## src/rtl/fir_out_buffer.sv

```systemverilog
// Output stage for the 4-tap FIR: scales 18-bit results to 16 bits and buffers them in a FWFT FIFO.
// Define FIR_OUT_ROUND_EN for round-half-up with saturation; otherwise the result is truncated.
module fir_out_buffer #(
  parameter int DEPTH     = 8,
  parameter int AFULL_LVL = 6
) (
  input  logic                       clk,
  input  logic                       rst,
  input  logic [17:0]                data_in,
  input  logic                       data_valid,
  output logic [15:0]                m_data,
  output logic                       m_valid,
  input  logic                       m_ready,
  output logic [$clog2(DEPTH):0]     fill_level,
  output logic                       almost_full,
  output logic                       overflow,
  output logic [7:0]                 drop_count,
  input  logic                       clear_ovf
);

  localparam int PW = $clog2(DEPTH);
  localparam int CW = PW + 1;

  logic [15:0]   scaled_q, scaled_d;
  logic          s1_valid_q, s1_valid_d;
  logic [PW-1:0] wr_ptr_q, wr_ptr_d;
  logic [PW-1:0] rd_ptr_q, rd_ptr_d;
  logic [CW-1:0] count_q, count_d;
  logic          m_valid_q, m_valid_d;
  logic          almost_full_q, almost_full_d;
  logic          overflow_q, overflow_d;
  logic [7:0]    drop_count_q, drop_count_d;

  logic [15:0]   mem [DEPTH];
  logic [15:0]   scale_result;
  logic          full;
  logic          pop;
  logic          push_ok;
  logic          drop;

`ifdef FIR_OUT_ROUND_EN
  logic [18:0] round_sum;
  logic [16:0] round_shifted;
  always_comb begin
    round_sum     = {1'b0, data_in} + 19'd2;
    round_shifted = round_sum[18:2];
    // Only 262142/262143 round past 16 bits; clamp those to full scale.
    scale_result  = round_shifted[16] ? 16'hFFFF : round_shifted[15:0];
  end
`else
  logic unused_lsbs;
  assign unused_lsbs  = ^data_in[1:0];
  assign scale_result = data_in[17:2];
`endif

  always_comb begin
    full    = (count_q == CW'(DEPTH));
    pop     = m_valid_q & m_ready;
    // A pop in the same cycle frees a slot, so a full FIFO still accepts the push.
    push_ok = s1_valid_q & (~full | pop);
    drop    = s1_valid_q & full & ~pop;

    s1_valid_d = data_valid;
    scaled_d   = data_valid ? scale_result : scaled_q;

    wr_ptr_d = push_ok ? wr_ptr_q + PW'(1) : wr_ptr_q;
    rd_ptr_d = pop ? rd_ptr_q + PW'(1) : rd_ptr_q;

    count_d = count_q;
    if (push_ok && !pop) begin
      count_d = count_q + CW'(1);
    end else if (pop && !push_ok) begin
      count_d = count_q - CW'(1);
    end

    m_valid_d     = (count_d != '0);
    almost_full_d = (count_d >= CW'(AFULL_LVL));

    overflow_d   = overflow_q;
    drop_count_d = drop_count_q;
    if (drop) begin
      overflow_d   = 1'b1;
      drop_count_d = clear_ovf ? 8'd1
                   : (drop_count_q == 8'hFF) ? 8'hFF : drop_count_q + 8'd1;
    end else if (clear_ovf) begin
      overflow_d   = 1'b0;
      drop_count_d = 8'd0;
    end
  end

  always_ff @(posedge clk) begin
    if (rst) begin
      scaled_q      <= '0;
      s1_valid_q    <= 1'b0;
      wr_ptr_q      <= '0;
      rd_ptr_q      <= '0;
      count_q       <= '0;
      m_valid_q     <= 1'b0;
      almost_full_q <= 1'b0;
      overflow_q    <= 1'b0;
      drop_count_q  <= '0;
    end else begin
      scaled_q      <= scaled_d;
      s1_valid_q    <= s1_valid_d;
      wr_ptr_q      <= wr_ptr_d;
      rd_ptr_q      <= rd_ptr_d;
      count_q       <= count_d;
      m_valid_q     <= m_valid_d;
      almost_full_q <= almost_full_d;
      overflow_q    <= overflow_d;
      drop_count_q  <= drop_count_d;
    end
  end

  // Storage carries no reset; stale entries are masked by the occupancy count.
  always_ff @(posedge clk) begin
    if (!rst && push_ok) begin
      mem[wr_ptr_q] <= scaled_q;
    end
  end

  assign m_data      = m_valid_q ? mem[rd_ptr_q] : 16'd0;
  assign m_valid     = m_valid_q;
  assign fill_level  = count_q;
  assign almost_full = almost_full_q;
  assign overflow    = overflow_q;
  assign drop_count  = drop_count_q;

endmodule

```

## config.mk

```make
export PLATFORM = sky130hd
export DESIGN_NAME = fir_out_buffer
export DESIGN_NICKNAME = d
export VERILOG_FILES = /design/src/rtl/fir_out_buffer.sv
export SDC_FILE = /design/constraint.sdc
export NUM_CORES = 1
export LEC_CHECK = 0
export BUFFER_PORTS_ARGS = -buffer_cell sky130_fd_sc_hd__buf_4
export CORE_MARGIN = 4
export CORE_UTILIZATION = 55
export CTS_CLUSTER_DIAMETER = 60
export DETAILED_ROUTE_END_ITERATION = 8
export MAX_ROUTING_LAYER = met4
export PLACE_DENSITY = 0.81
export SYNTH_ARGS = -nofsm -noshare
export SYNTH_HDL_FRONTEND = slang
export SYNTH_SLANG_ARGS = --single-unit
export TNS_END_PERCENT = 30
```

## constraint.sdc

```tcl
create_clock -name clk -period 9.1 [get_ports clk]
set_clock_uncertainty 0.15 [all_clocks]
set_input_delay 2.275 -clock clk [delete_from_list [all_inputs] [get_ports clk]]
set_output_delay 2.275 -clock clk [all_outputs]
set_load 0.1 [all_outputs]
```

==> out/qor.txt <==
outcome: complete, no violations
grt ovf: 0
synthesized area: 0.00666 mm^2
GRT Util Overall: 0.206
CTS H-tree depth: 4
sequential power share: 0.419
Distinct cells, synth: 45
vias: 3,583
clock slew seen by the registers of the worst setup and hold paths: 60 ps
Max clock buf depth: 2
row cnt: 39
Sequential Area: 0.00467 mm^2
Cells after Synth: 388
Placed Instance Area: 0.00723 mm^2
drt first pass iters: 5
P_sw: 658 uW
Ys Warns: 0
Mapped Nets: 416
max incr delay on CP: 590 ps
Die Y: 118 um
CP Capture Type: primary output
CP most frequent cell: buf_4
area of the multi-input gates: 0.00193 mm^2
shortest period the worst path allows: 4850 ps
Switching Share: 0.307
Post-CTS Hold Buffers: 0
Die ar.: 0.0139 mm^2
number of routed nets with antenna violations: 0
Core Area: 0.0116 mm^2
CTS Sinks: 169
Resize count post-CTS: 0
setup TNS: 0 ps
Die X: 118 um
vias per cell: 5.94
largest family of logic cells by synthesized area: multiplexers
cell taking the most area after synthesis: edfxtp_1
FF-to-FF End: mem[4][6]$_DFFE_PP_
critical path depth: 5
Fill cells: 757
number of global-route vias before repair: 3,723
DRC Markers: 0
GPL Wtd Cong: 0.808
nets: 475
Reg2Reg Setup Slack: 5980 ps
Worst slew margin: 0.208
hold path startpoint: wr_ptr_q[0]$_SDFFE_PP0N_
number of DRC markers in iteration 0: 375
Hold Path Class: reg -> reg
unrepaired setup endpoints after global routing: no
CP Class: reg -> out
largest net degree at the start of global routing: 42
routed len/inst: 21.7 um
Area growth syn-to-layout: 17.9%
Ports: 54
Pleak: 2.77 nW
final slew viol count: 0
critical path fanouts, max: 32
Clk pwr share: 0.357
Worst-Skew Late Latency: 420 ps
CP Data Required Time: 6680 ps
worst setup path end: m_data[2]
first-pass GRT wire length: 20,900 um
Int Power: 1.48 mW
Worst Path Buf+Inv: 2
ANT cells: 0
CTS buffer count: 17
worst path arrival time: 2420 ps
DRT Wirelength: 13,100 um
CP max stage cell: mux4_2
mux share of post-synthesis cell area: 0.162
synthesized area per cell: 17.2 um^2
initial antenna violation count: 0
Synth Area in Compound Gates: 0.0306
top-area cell type share of the netlist area: 0.577
post-synthesis adder-cell area fraction: 0.00939
pwr dens: 272 mW/mm^2
simple-gate area share of the yosys netlist: 0.0751
max cap viols: 0
sequential area share after synthesis: 0.700
Max Freq: 206 MHz
Worst Max-Slew Pin Slew: 1190 ps
CP Cell Sequence: buf_4 > mux4_2 > mux2i_1 > nor2b_1 > buf_4
HPWL Detailed: 7350 um
delay-heaviest family, CP: multiplexers
synth top area cells: edfxtp_1, dfxtp_1, mux4_2, mux2i_1, nor2_1
Setup violations, final: 0
setup bufs post-CTS: 0
Pwr Total: 2.14 mW
VDD IR max: 189 uV
R2R Path Start: m_valid$_SDFF_PP0_
I/O Buffers: 51
combinational fraction of design power: 0.223
#FFs+latches synth: 169
layout cells sized above 1: 0.289
cell area after layout: 0.00786 mm^2
Synth Area in XOR/XNOR: 0.00657
CTS tree: yes
initial cell density of the core: 0.574
Worst setup SP type: flop
Root Buffer: clkbuf_16
Worst R2R Path Depth: 4
Final period util: 0.533
post-layout util: 0.677
Hold Fails Final Rpt: 0
[power by group through the flow]
stage	Clock [mW]	Sequential [mW]	Combinational, mW
finish	0.764	0.898	0.478
global route	0.813	0.903	0.501
CTS	0.775	0.897	0.482
detailed placement	0	0.912	0.478
global placement	0	0.910	0.472
floorplan	0	0.949	0.346
[through the flow]
step | hold slack, ps | std cells | setup slack, ps
after floorplan | 312 | 388 | 3810
after global placement | 321 | 571 | 4590
after detailed placement | 336 | 571 | 4590
after CTS | 345 | 603 | 4190
after global routing | 369 | 603 | 4060
final | 343 | 603 | 4250
[logic make-up (layout without fill, tap and decap cells)]
logic type,count (synthesis),after routing
flops,169,169
simple gates,93,93
mux,68,68
compound gates,25,25
buf+inv,23,95
fa+ha+maj,5,5
xor+xnor,5,5
[cell type report]
| cell class | count | share of cell area |
|---|---|---|
| Clock buffer | 18 | 0.0546 |
| Tap cell | 143 | 0.0228 |
| Clock inverter | 14 | 0.0259 |
| Sequential cell | 169 | 0.594 |
| Inverter | 5 | 0.00239 |
| Multi-Input combinational cell | 196 | 0.245 |
| Timing Repair Buffer | 58 | 0.0554 |
[cell usage in the layout (no fill, tap or decap), drive strengths merged, types with 2 or more instances in the layout]
master,synthesis,routed
nor2b,18,18
nor3,4,4
clkinvlp,0,3
and3b,2,2
nor4,5,5
o221a,2,2
nand3b,3,3
nor2,36,36
nand2,9,9
ha,5,5
a21oi,5,5
xnor2,2,2
o211a,2,2
clkinv,0,6
a21boi,2,2
nand2b,2,2
bufinv,0,5
and3,2,2
xor2,3,3
dfxtp,41,41
clkbuf,4,18
nand4,2,2
o211ai,5,5
mux2i,36,36
mux4,32,32
nand3,5,5
buf,14,58
inv,5,5
edfxtp,128,128
o31ai,2,2
o21ai,2,2
[cell usage after synthesis (all sizes together)]
| cell type | instances |
|---|---|
| xor2 | 3 |
| a21bo | 1 |
| or4 | 1 |
| a21o | 1 |
| nor2b | 18 |
| a21boi | 2 |
| a21oi | 5 |
| or2 | 1 |
| xnor2 | 2 |
| mux2i | 36 |
| a2bb2oi | 1 |
| nor3 | 4 |
| o221a | 2 |
| nor3b | 1 |
| and3b | 2 |
| edfxtp | 128 |
| ha | 5 |
| o211ai | 5 |
| inv | 5 |
| nor2 | 36 |
| nor4 | 5 |
| dfxtp | 41 |
| nand3b | 3 |
| and2 | 1 |
| a221o | 1 |
| nand2b | 2 |
| o31ai | 2 |
| nand4 | 2 |
| a32oi | 1 |
| nand4b | 1 |
| and3 | 2 |
| nand2 | 9 |
| clkbuf | 4 |
| mux4 | 32 |
| o21ai | 2 |
| o211a | 2 |
| nand3 | 5 |
| buf | 14 |
[registers in the layout (all words and copies together) (netlist names), named ones only]
register,count
mem,128
s1_valid_q,1
overflow,1
fill_level,4
wr_ptr_q,3
almost_full,1
drop_count,8
rd_ptr_q,3
m_valid,1
scaled_q,16
[metal layers]
layer  up-vias  part of all wire  track usage
li1       1626                 -            -
met1      1818              0.39        0.245
met2       121              0.54        0.347
met3        18             0.054       0.0485
met4         0             0.013       0.0711
met5         -                 0            -
[how the worst min path moves through the flow]
stage,endpoint,cells after the start
2_1_floorplan,wr_ptr_q[0]$_SDFFE_PP0N_,2
3_3_place_gp,wr_ptr_q[0]$_SDFFE_PP0N_,2
3_5_place_dp,wr_ptr_q[0]$_SDFFE_PP0N_,2
4_1_cts,wr_ptr_q[0]$_SDFFE_PP0N_,2
5_1_grt,wr_ptr_q[0]$_SDFFE_PP0N_,2
6_report,wr_ptr_q[0]$_SDFFE_PP0N_,2
[worst min-delay path, cell delays in order, from the launching register on]
cell     delay [ps]
dfxtp_1         330
nand2_1          60
a21oi_1          50
Note: power is estimated with default switching activity, not from simulation.
